[src/rtl/nibble_deserializer.sv]
// Serial-to-nibble deserializer feeding the 4-input decode stage.
// Holds each nibble under valid/ready and counts transfers the decode stage flags as hits.
module nibble_deserializer #(
    parameter int unsigned CNT_W = 8
) (
    input  logic             clock,
    input  logic             reset_L,
    input  logic             serial_in,
    input  logic             bit_valid,
    input  logic             sync,
    output logic             a,
    output logic             b,
    output logic             c,
    output logic             d,
    output logic             nib_valid,
    input  logic             nib_ready,
    input  logic             l_in,
    output logic [CNT_W-1:0] hit_count,
    output logic             overrun
);

    localparam int unsigned NIB_W = 4;
    localparam int unsigned SH_W  = NIB_W - 1;
    localparam logic [CNT_W-1:0] HIT_MAX = {CNT_W{1'b1}};

    typedef enum logic [1:0] {C0, C1, C2, C3} col_state_t;
    typedef enum logic {EMPTY, FULL} out_state_t;

    col_state_t        col_state, col_next;
    out_state_t        out_state, out_next;
    logic [SH_W-1:0]   sh, sh_next;
    logic [NIB_W-1:0]  nib, nib_next;
    logic [CNT_W-1:0]  hit_next;
    logic              overrun_next;
    logic              complete;
    logic              xfer;
    logic              load;
    logic [NIB_W-1:0]  nibble;

    // State registers
    always_ff @(posedge clock or negedge reset_L) begin
        if (!reset_L) begin
            col_state <= C0;
            out_state <= EMPTY;
            sh        <= '0;
            nib       <= '0;
            hit_count <= '0;
            overrun   <= 1'b0;
        end else begin
            col_state <= col_next;
            out_state <= out_next;
            sh        <= sh_next;
            nib       <= nib_next;
            hit_count <= hit_next;
            overrun   <= overrun_next;
        end
    end

    // Next-state logic for collection, output register and hit counter
    always_comb begin
        col_next     = col_state;
        out_next     = out_state;
        sh_next      = sh;
        nib_next     = nib;
        hit_next     = hit_count;
        overrun_next = overrun;
        complete     = 1'b0;
        xfer         = 1'b0;
        load         = 1'b0;
        nibble       = {sh, serial_in};

        // sync discards any partial nibble; a coincident bit starts the new one
        if (sync) begin
            if (bit_valid) begin
                sh_next  = {{(SH_W-1){1'b0}}, serial_in};
                col_next = C1;
            end else begin
                col_next = C0;
            end
        end else if (bit_valid) begin
            case (col_state)
                C0: begin
                    sh_next  = {sh[SH_W-2:0], serial_in};
                    col_next = C1;
                end
                C1: begin
                    sh_next  = {sh[SH_W-2:0], serial_in};
                    col_next = C2;
                end
                C2: begin
                    sh_next  = {sh[SH_W-2:0], serial_in};
                    col_next = C3;
                end
                C3: begin
                    complete = 1'b1;
                    col_next = C0;
                end
                default: col_next = C0;
            endcase
        end

        xfer = (out_state == FULL) && nib_ready;
        load = complete && ((out_state == EMPTY) || xfer);

        if (load) begin
            nib_next = nibble;
            out_next = FULL;
        end else if (xfer) begin
            out_next = EMPTY;
        end

        if (complete && !load) begin
            overrun_next = 1'b1;
        end

        if (xfer && l_in && (hit_count != HIT_MAX)) begin
            hit_next = hit_count + CNT_W'(1);
        end
    end

    assign a         = nib[3];
    assign b         = nib[2];
    assign c         = nib[1];
    assign d         = nib[0];
    assign nib_valid = (out_state == FULL);

endmodule

[config.mk]
export PLATFORM = sky130hd
export DESIGN_NAME = nibble_deserializer
export DESIGN_NICKNAME = d
export VERILOG_FILES = /design/src/rtl/nibble_deserializer.sv
export SDC_FILE = /design/constraint.sdc
export NUM_CORES = 1
export LEC_CHECK = 0
export BUFFER_PORTS_ARGS = -buffer_cell sky130_fd_sc_hd__buf_2
export CAP_MARGIN = 20
export CORE_MARGIN = 2
export CORE_UTILIZATION = 50
export DETAILED_ROUTE_END_ITERATION = 6
export PLACE_DENSITY_LB_ADDON = 0.25
export SKIP_CTS_REPAIR_TIMING = 1
export SLEW_MARGIN = 20
export SYNTH_ARGS = -nofsm -noshare
export SYNTH_HDL_FRONTEND = slang
export SYNTH_SLANG_ARGS = --single-unit
[constraint.sdc]
create_clock -name clock -period 2.1 [get_ports clock]
set_clock_uncertainty 0.2 [all_clocks]
set_input_delay 0.21 -clock clock [delete_from_list [all_inputs] [get_ports clock]]
set_output_delay 0.21 -clock clock [all_outputs]
set_load 0.05 [all_outputs]
Word-level counts from Yosys, hierarchy flattened. Index checks and enable logic that the tools add are counted.

Register bits: 19. Latch bits: 0. Bits in writable memories: 0. Bits in read-only memories: 0. Bits of input ports: 7. Output and inout bits: 14. Logic and storage cells: 38. Memories kept: 0.

$add $sub $neg: 1. Multipliers: 0. Div/mod/pow operators: 0. Magnitude comparators: 0. Equal/unequal tests: 4. Shift-type cells: 0. Multiplexer cells: 13. Bitwise logic cells: 1. Reduce and logical (&&, ||, !) cells: 13.

Operators with widths (count): 2-to-1 mux 3 bit (4); adder 8 x 1 -> 8 bit, second input constant (1); inequality test 8 bit, second input constant (1); case mux 2 bit (4 select lines) (1); 2-to-1 mux 1 bit (6); nonzero test 2 bit (3); logical AND 1 bit (5); == test 2 bit, second input constant (2); 2-to-1 mux 2 bit (2); OR reduction 3 bit (1); == test 2 x 1 -> 1 bit, second input constant (1); zero test 2 bit (1); AND reduction 2 bit (1); zero test 1 bit (1); logical OR 1 bit (1); NOT 1 bit (1).

Longest topological paths before layout.
Depth in word-level cells: 7. Gate-level depth with buffers: 4.

Worst setup path before layout. OpenSTA, ideal clock, no wires.

Path type: register to register. From: register hit_count[0]. To: register hit_count[1]. Library setup time: 128 ps. Data arrival time: 1599 ps. Required time: 1772 ps. Setup slack: 174 ps. Stages on the path, launching flop included: 5. Buffers on the path: 0. Clock period less this slack: 1926 ps. Cells stage by stage: dfrtp_1 ha_1 nand3_1 o21ai_2 mux2_1.

Cells in the longest elaborated chain, start to end: 2. Elaborated cells on any way between the ends: 3. Those cells by class: 1 x add/sub; 1 x eq/ne; 1 x reduce/logical.

RTL lines: from (decl) (line 18) `output logic [CNT_W-1:0] hit_count,`; from (signal assigned) (line 54) `hit_count <= hit_next;`; parallel branches: the longest is 2 deep, another holds adder 8 x 1 -> 8 bit.

Several ways; the timed one is not identified. A chain may end at the register's enable or synchronous reset.

Worst setup path after layout.
From: input port sync. To: register nib[0].

Cells in the longest elaborated chain, start to end: 2.

RTL lines: from (decl) (line 10) `input logic sync,`; 2-to-1 mux 1 bit (line 73) `if (sync) begin`; logical AND 1 bit (line 103) `load = complete && ((out_state == EMPTY) || xfer);`; to (signal assigned) (line 53) `nib <= nib_next;`; to (decl) (line 32) `logic [NIB_W-1:0] nib, nib_next;`.

No other way between the ends.

==> flow_summary.json <==
{
  "cts_inserted_buffers": 3,
  "cts.clk_slew.worst_paths_ns": 0.10,
  "grt_remaining_overflow": 0,
  "whs_path_depth": 2,
  "dp_cells": 120,
  "critPathCaptureType": "flip-flop",
  "syn_area_um2": 925,
  "r2r_end": "hit_count[1]",
  "power.switching_mw": 0.366,
  "cp.arrival_ns": 1.66,
  "r2r_start": "hit_count[0]",
  "start_kind": "input pin",
  "cts_tree": "done",
  "synthFlopType": "dfrtp_1",
  "crit_type": "in -> reg",
  "final_area_um2": 1100,
  "wl_met2_um": 832,
  "grt_pass1_vias": 609,
  "path_buf_inv": 2,
  "swShare_pct": 38.4,
  "track_usage_pct": 16.8,
  "synth_cell_type_count": 33,
  "ant_nets": 0,
  "initial_utilization_pct": 53.6,
  "min_path_type": "in -> reg",
  "drc": 0,
  "portBuffers": 20,
  "drt-met1-wl_um": 670,
  "slew_viol_final": 0,
  "wl_met3_um": 42,
  "synth.avg_cell_area_um2": 12.2,
  "fin_ws_ns": 0.420,
  "drive_gt1_share_pct": 37.3,
  "p_int_mw": 0.588,
  "insertion_delay_ns": 0.28,
  "clock_sinks": 19,
  "critPathMaxFanout": 6,
  "tns_ns": 0,
  "worstPathRequired_ns": 2.08,
  "core_um2": 1730,
  "async_reset_ff_share_pct": 100,
  "crit_path_cell_trace": "dlygate4sd3_1 -> buf_2 -> nand3b_4 -> nor2b_2 -> mux2_2",
  "gp_congestion": 0.882,
  "synth-edff-count": 0,
  "dr_total_vias": 669,
  "n_fill_cell": 144,
  "preCtsSetupSlack_ns": 0.456,
  "hold_violations": 0,
  "p_comb_share_pct": 33.0,
  "path_delay_family": "buffers and inverters",
  "clock_power_share_pct": 18.3,
  "antenna_found_initial": 0,
  "seq_area_um2": 475,
  "rows": 15,
  "htreeDepth": 1,
  "yosysWarnings": 0,
  "min_period_over_period_pct": 80.0,
  "nets": 113,
  "yosys_register_bits": 19,
  "grt_pass1_wl_mm": 2.61,
  "hp-start": "bit_valid",
  "routedWlPerCell_um": 12.3,
  "yosysSeqAreaShare_pct": 51.4,
  "synth_nets": 86,
  "drtIter0Drc": 2,
  "period_needed_ns": 1.68,
  "pwr-share-seq_pct": 48.7,
  "synth_cells": 76,
  "crit_cells": 5,
  "fmaxAchievable_mhz": 595,
  "io_pins": 21,
  "grt_max_degree": 20,
  "wirelength_mm": 1.56,
  "cts-root-buf": "clkbuf_4",
  "viasPerCell": 5.27,
  "multi_input_area_um2": 430,
  "max-vdd-ir-drop_uv": 667,
  "die_area_um2": 2210,
  "dr.pass1.iters": 3,
  "die_y_um": 47.0,
  "die_w_um": 47.0,
  "top_layer": "met4",
  "max_slew.worst_pin.slew_ns": 0.418,
  "min_to": "col_state[0]",
  "p_leak_nw": 0.558,
  "crit_slowest_cell": "dlygate4sd3_1",
  "area_growth_pct": 19.5,
  "final_cells": 127,
  "r2r_setup_slack_ns": 0.43,
  "insertedDiodeCount": 0,
  "final_cell_mix": "buf_2 (20), dfrtp_1 (19), mux2_2 (7), nand2_1 (5)",
  "ff2ff_path_depth": 4,
  "dp.final_hpwl_mm": 1.21,
  "rsz0062_at_grt": "false",
  "final_common_cell": "buf_2",
  "post_dp_cell_area_um2": 1050,
  "whs_ns": 0.0238,
  "final-setup-viol-count": 0,
  "clockBufferDepth": 2,
  "power_per_cell_area_nw_per_um2": 863,
  "status": "complete, no violations",
  "cap_violations": 0,
  "critPathMaxStageDelay_ns": 0.52,
  "slew_headroom_pct": 72.1
}
area by class of cell:
class / count / share of cell area, %
flip-flops and latches: 19 / 43.0
multi-input cells: 53 / 39.0
repair buffers: 23 / 11.8
well taps: 25 / 2.83
clock buffers: 4 / 2.38
inverters: 3 / 1.02
metrics by stage:
stage | util (%) | power, mW
floorplan | - | 0.702
global placement | 60.7 | 0.774
detailed placement | 60.7 | 0.786
CTS | 62.2 | 0.965
global route | 64.0 | 1.01
finish | 64.0 | 0.954
cell usage after synthesis (2+ instances only):
| master | n | area, µm² |
|---|---|---|
| nor2_1 | 3 | 11.3 |
| nand4_1 | 2 | 12.5 |
| mux2_2 | 7 | 78.8 |
| xnor2_1 | 2 | 17.5 |
| ha_1 | 3 | 37.5 |
| nand2_1 | 5 | 18.8 |
| o21bai_1 | 2 | 15.0 |
| inv_1 | 3 | 11.3 |
| o22ai_1 | 2 | 12.5 |
| nand3_1 | 3 | 15.0 |
| nand2b_1 | 3 | 18.8 |
| a22oi_1 | 2 | 15.0 |
| dfrtp_1 | 19 | 475 |
worst max-delay path by stage:
stage                 startpoint      endpoint  slack [ns]
global placement    col_state[0]        nib[0]        0.53
detailed placement  hit_count[0]  hit_count[1]        0.46
finish                      sync        nib[0]        0.42
global route        hit_count[0]  hit_count[1]        0.33
CTS                 hit_count[0]  hit_count[1]        0.44
floorplan           hit_count[0]  hit_count[1]        0.17
power by group through the flow:
stage	combinational [mW]	clock [mW]	sequential (mW)
after floorplan	0.0787	0	0.624
after global placement	0.308	0	0.466
after detailed placement	0.314	0	0.472
after CTS	0.315	0.185	0.465
after global routing	0.338	0.196	0.473
final	0.315	0.175	0.464
flip-flops by register name (all words and copies together), names as in the netlist:
signal / count
nib_valid: 1
overrun: 1
nib: 4
sh: 3
hit_count: 8
col_state: 2
cells by family (layout without fill, tap and decap cells):
family | Yosys count | count (layout) | share of synthesized area, %
mux | 10 | 10 | 12.4
flops | 19 | 19 | 51.4
xor+xnor | 2 | 2 | 1.89
simple gates | 25 | 25 | 18.0
compound gates | 13 | 13 | 10.1
buf+inv | 4 | 30 | 2.03
fa+ha+maj | 3 | 3 | 4.06
layer usage:
metal | vias up | GRT usage, %
met2 | 12 | 27.7
met4 | 0 | 9.44
met1 | 321 | 20.9
met3 | 2 | 2.69
met5 | - | 0
li1 | 334 | -
worst reg2reg max path, delay by kind of cell, from the launching register on:
kind / cells / cell delay, ns
flip-flops: 1 / 0.43
multiplexers: 1 / 0.33
adder cells (fa/ha/maj): 1 / 0.29
AO/OA/AOI/OAI: 1 / 0.18
AND/OR/NAND/NOR: 1 / 0.15
Power figures use the tool's default switching activity.
